===== src/rtl/sort_pkg.sv =====
// Shared definitions for the block sorter: element width, controller states
// and the saturating swap counter helper.
package sort_pkg;

    localparam int ELEM_W = 4;
    localparam int CNT_W  = 8;

    typedef enum logic [1:0] {
        ST_LOAD  = 2'd0,
        ST_SORT  = 2'd1,
        ST_DRAIN = 2'd2
    } sort_state_e;

    // Swap counter sticks at all-ones instead of wrapping.
    function automatic logic [CNT_W-1:0] sat_inc(input logic [CNT_W-1:0] value);
        if (&value) begin
            return value;
        end
        return value + CNT_W'(1);
    endfunction

endpackage


===== src/rtl/comparator_4bit.sv =====
// Unsigned magnitude comparator shared by the sort controller.
// Exactly one of the three outputs is high for any input pair.
module comparator_4bit
    import sort_pkg::*;
(
    input  logic [ELEM_W-1:0] a,
    input  logic [ELEM_W-1:0] b,
    output logic              a_gt_b,
    output logic              a_eq_b,
    output logic              a_lt_b
);

    always_comb begin
        a_gt_b = (a > b);
        a_eq_b = (a == b);
        a_lt_b = (a < b);
    end

endmodule


===== src/rtl/sort_ctrl_4bit.sv =====
// Block sorter: loads DEPTH elements, bubble-sorts them in place with one
// shared comparator (one compare per cycle), then streams the result out.
module sort_ctrl_4bit
    import sort_pkg::*;
#(
    parameter int DEPTH   = 8,
    parameter bit DESCEND = 1'b0
) (
    input  logic              clk,
    input  logic              rst_n,
    input  logic              in_valid,
    output logic              in_ready,
    input  logic [ELEM_W-1:0] in_data,
    output logic              out_valid,
    input  logic              out_ready,
    output logic [ELEM_W-1:0] out_data,
    output logic              out_last,
    output logic              busy,
    output logic [CNT_W-1:0]  swap_count
);

    localparam int PTR_W = $clog2(DEPTH);
    // One extra bit so the decremented pass limit can be tested without wrapping.
    localparam int LIM_W = PTR_W + 1;
    localparam logic [PTR_W-1:0] LAST_PTR    = PTR_W'(DEPTH - 1);
    localparam logic [LIM_W-1:0] FIRST_LIMIT = LIM_W'(DEPTH - 1);

    logic [ELEM_W-1:0] mem [DEPTH];
    sort_state_e       state;
    logic [PTR_W-1:0]  wr_ptr;
    logic [PTR_W-1:0]  rd_ptr;
    logic [PTR_W-1:0]  idx;
    logic [PTR_W-1:0]  idx_nxt;
    logic [LIM_W-1:0]  limit;
    logic [LIM_W-1:0]  next_limit;
    logic              pass_swapped;

    logic [ELEM_W-1:0] cmp_a;
    logic [ELEM_W-1:0] cmp_b;
    logic              a_gt_b;
    logic              a_eq_b;
    logic              a_lt_b;
    logic              do_swap;
    logic              any_swap;
    logic              pass_end;
    logic              in_fire;
    logic              out_fire;

    comparator_4bit u_cmp (
        .a      (cmp_a),
        .b      (cmp_b),
        .a_gt_b (a_gt_b),
        .a_eq_b (a_eq_b),
        .a_lt_b (a_lt_b)
    );

    always_comb begin
        idx_nxt    = idx + PTR_W'(1);
        cmp_a      = mem[idx];
        cmp_b      = mem[idx_nxt];
        // Equal neighbours are never exchanged, which keeps the sort stable.
        do_swap    = (state == ST_SORT) && !a_eq_b && (DESCEND ? a_lt_b : a_gt_b);
        any_swap   = pass_swapped | do_swap;
        pass_end   = ({1'b0, idx} == (limit - LIM_W'(1)));
        next_limit = limit - LIM_W'(1);
    end

    always_comb begin
        in_ready  = (state == ST_LOAD);
        out_valid = (state == ST_DRAIN);
        busy      = (state == ST_SORT) || (state == ST_DRAIN);
        out_data  = out_valid ? mem[rd_ptr] : '0;
        out_last  = out_valid && (rd_ptr == LAST_PTR);
        in_fire   = in_valid && in_ready;
        out_fire  = out_valid && out_ready;
    end

    // Register bank is not reset; a block in flight is simply abandoned.
    always_ff @(posedge clk) begin
        if (in_fire) begin
            mem[wr_ptr] <= in_data;
        end else if (do_swap) begin
            mem[idx]     <= cmp_b;
            mem[idx_nxt] <= cmp_a;
        end
    end

    always_ff @(posedge clk or negedge rst_n) begin
        if (!rst_n) begin
            state        <= ST_LOAD;
            wr_ptr       <= '0;
            rd_ptr       <= '0;
            idx          <= '0;
            limit        <= FIRST_LIMIT;
            pass_swapped <= 1'b0;
            swap_count   <= '0;
        end else begin
            case (state)
                ST_LOAD: begin
                    if (in_fire) begin
                        wr_ptr <= wr_ptr + PTR_W'(1);
                        if (wr_ptr == LAST_PTR) begin
                            state        <= ST_SORT;
                            wr_ptr       <= '0;
                            idx          <= '0;
                            limit        <= FIRST_LIMIT;
                            pass_swapped <= 1'b0;
                            swap_count   <= '0;
                        end
                    end
                end
                ST_SORT: begin
                    if (do_swap) begin
                        swap_count <= sat_inc(swap_count);
                    end
                    if (pass_end) begin
                        // A clean pass means the bank is already ordered.
                        if (!any_swap || (next_limit == '0)) begin
                            state <= ST_DRAIN;
                        end else begin
                            idx          <= '0;
                            limit        <= next_limit;
                            pass_swapped <= 1'b0;
                        end
                    end else begin
                        idx          <= idx_nxt;
                        pass_swapped <= any_swap;
                    end
                end
                ST_DRAIN: begin
                    if (out_fire) begin
                        if (rd_ptr == LAST_PTR) begin
                            state  <= ST_LOAD;
                            rd_ptr <= '0;
                            wr_ptr <= '0;
                        end else begin
                            rd_ptr <= rd_ptr + PTR_W'(1);
                        end
                    end
                end
                default: begin
                    state <= ST_LOAD;
                end
            endcase
        end
    end

endmodule


===== config.mk =====
export PLATFORM = sky130hd
export DESIGN_NAME = sort_ctrl_4bit
export DESIGN_NICKNAME = d
export VERILOG_FILES = /design/src/rtl/sort_pkg.sv /design/src/rtl/comparator_4bit.sv /design/src/rtl/sort_ctrl_4bit.sv
export SDC_FILE = /design/constraint.sdc
export NUM_CORES = 1
export LEC_CHECK = 0
export CAP_MARGIN = 20
export CORE_MARGIN = 3
export CORE_UTILIZATION = 55
export CTS_CLUSTER_SIZE = 14
export DETAILED_ROUTE_END_ITERATION = 10
export GPL_ROUTABILITY_DRIVEN = 0
export HOLD_SLACK_MARGIN = 0.15
export PLACE_DENSITY = 0.74
export SYNTH_ARGS = -nofsm -noshare
export SYNTH_HDL_FRONTEND = slang
export SYNTH_HIERARCHICAL = 1
export SYNTH_SLANG_ARGS = --single-unit

===== constraint.sdc =====
create_clock -name clk -period 6.9 [get_ports clk]
set_input_delay 0.69 -clock clk [delete_from_list [all_inputs] [get_ports clk]]
set_output_delay 0.69 -clock clk [all_outputs]
set_load 0.03 [all_outputs]

==> results.yml <==
drt:
  drt_iter0_markers: 363
  vias: 3004
  firstDrtPassIters: 6
  avgRoutedWirePerCell_um: 20.63
  via_per_inst: 6.364
  drc_errors: 0
  drt_wl_total_um: 9736
  ant_nets: 0
global_routing:
  antenna_found_initial: 0
  grt_max_degree: 30
  grtUsageMet1_pct: 36.10
  grt_util_met2_pct: 34.78
  grt_pass1_wl_um: 16100
  gr-usage-all-layers_pct: 24.00
  grt-ovfl-total: 0
  grt.met3_usage_pct: 4.907
  grt_busiest_layer: "met1"
  grt_pass1_vias: 2878
clock_tree:
  post-cts-setup-buffer-count: 0
  cts-hold-fix-buffers: 0
  cts.path.max_buffers: 2
  clk-insertion-delay-late_ns: 0.32
  htree_levels: 2
  path_clk_slew_ns: 0.12
  cts_resized: 0
  cts_tree: "done"
  cts_num_sinks: 56
  cts_made_buffers: 5
  root_buffer: "clkbuf_8"
sta:
  finClkSkew_ns: 0.01286
  rsz0062_at_grt: "false"
  slew_viol_final: 0
  max_freq_mhz: 184.6
  min_period_ns: 5.418
  setup_ws_ns: 1.482
  setup_viol: 0
  slew_headroom_pct: 47.27
  hold_viol_final: 0
  period_share_pct: 78.53
  tns_ns: 0
  worst_slew_pin_slew_ns: 0.7910
worst_setup_path:
  endpoint_kind: "flip-flop"
  critPathMaxFanout: 29
  critPathArrivalTime_ns: 5.40
  path_class: "reg2reg"
  start_kind: "flip-flop"
  worstPathRequired_ns: 6.89
layout:
  post-route-util_pct: 62.26
  layout_commonest_cell: "mux2i_1"
  diodes: 0
  layout_common_cells: "46 x mux2i_1, 32 x edfxtp_1, 23 x clkdlybuf4s50_1"
  nFillCells: 571
  layout-drive-gt1-share_pct: 15.55
  multi_input_area_um2: 2430
  regArea_um2: 1565
  fin_nets: 397
  syn_to_final_growth_pct: 8.539
  final_area_um2: 4564
worst_hold_path:
  worst_hold_path_type: "reg2reg"
placed_design:
  post-place-ws_ns: 1.636
  hpwl_um: 7241
  dpl_cell_area_um2: 4436
  io_buffers: 23
die:
  core_um2: 7331
  dieHeight_um: 93.44
  start_util_pct: 57.36
  io_pins: 24
  fp-row-count: 31
  dieArea_um2: 8731
  die_width_um: 93.44
synth:
  syn_inst: 361
  avgSynthCellArea_um2: 11.65
  syn_nets: 386
  syn_area_um2: 4205
  yosysWarningCount: 6
power:
  power_density_nw_per_um2: 509.1
  p_leak_nw: 1.727
  peakVddDrop_uv: 226.1
status:
  status: "complete, no violations"
job:
  cap_violations: 0
[worst max-delay path, stage by stage (launching register included)]
cell	delay [ns]
dfrtp_1	0.34
buf_4	0.40
ha_1	0.36
xor2_1	0.64
nand2b_1	0.28
o2111ai_2	0.34
inv_1	0.09
ha_1	0.28
nand2_1	0.06
o21bai_4	0.17
a21oi_2	0.10
nor2b_2	0.20
and3_1	0.70
nand2_1	0.38
nor3_2	0.45
o21bai_1	0.29
[power breakdown]
part / switching (mW) / internal (mW) / total, mW
Sequential: 0.133 / 0.519 / 0.652
Combinational: 0.834 / 0.634 / 1.47
Clock: 0.118 / 0.0843 / 0.203
Total: 1.09 / 1.24 / 2.32
[path summary, 6_finish.rpt]
path	start	to	slack [ns]	cells past startpoint
setup / recovery	idx[0]	mem[0][2]	1.48	15
hold / removal	pass_swapped	pass_swapped	0.54	2
setup reg to reg	idx[0]	mem[0][2]	1.48	15
hold reg to reg	pass_swapped	pass_swapped	0.54	2
max in group asynchronous	rst_n	limit[2]	5.76	2
min in group asynchronous	rst_n	limit[3]	0.64	1
[metal layers]
layer / up-vias / share of wire, %
met5: - / 0
met4: 0 / 2.6
met3: 21 / 8.5
met2: 120 / 45
met1: 1482 / 44
li1: 1381 / -
[per-stage QoR]
stage          hold WS (ns)  cells  power, mW
6_report             0.5395    472      2.324
5_1_grt              0.5662    472      2.495
4_1_cts              0.5415    471      2.314
3_5_place_dp         0.5152    463      2.114
3_3_place_gp         0.4946    463      2.080
2_1_floorplan        0.3944    361      1.811
[area by class of cell]
| cell class | instances | share of cell area, % |
|---|---|---|
| multi-input combinational | 263 | 53.23 |
| timing repair buffer | 25 | 5.811 |
| clock inverter | 2 | 0.4112 |
| inverter | 21 | 1.727 |
| clock buffer | 6 | 1.809 |
| sequential | 56 | 34.29 |
| tap | 99 | 2.714 |
[state kept, by name, indices dropped and copies added (netlist names)]
signal        count
idx               3
limit             4
mem              32
pass_swapped      1
rd_ptr            3
state             2
swap_count        8
wr_ptr            3
Power figures use the tool's default switching activity.
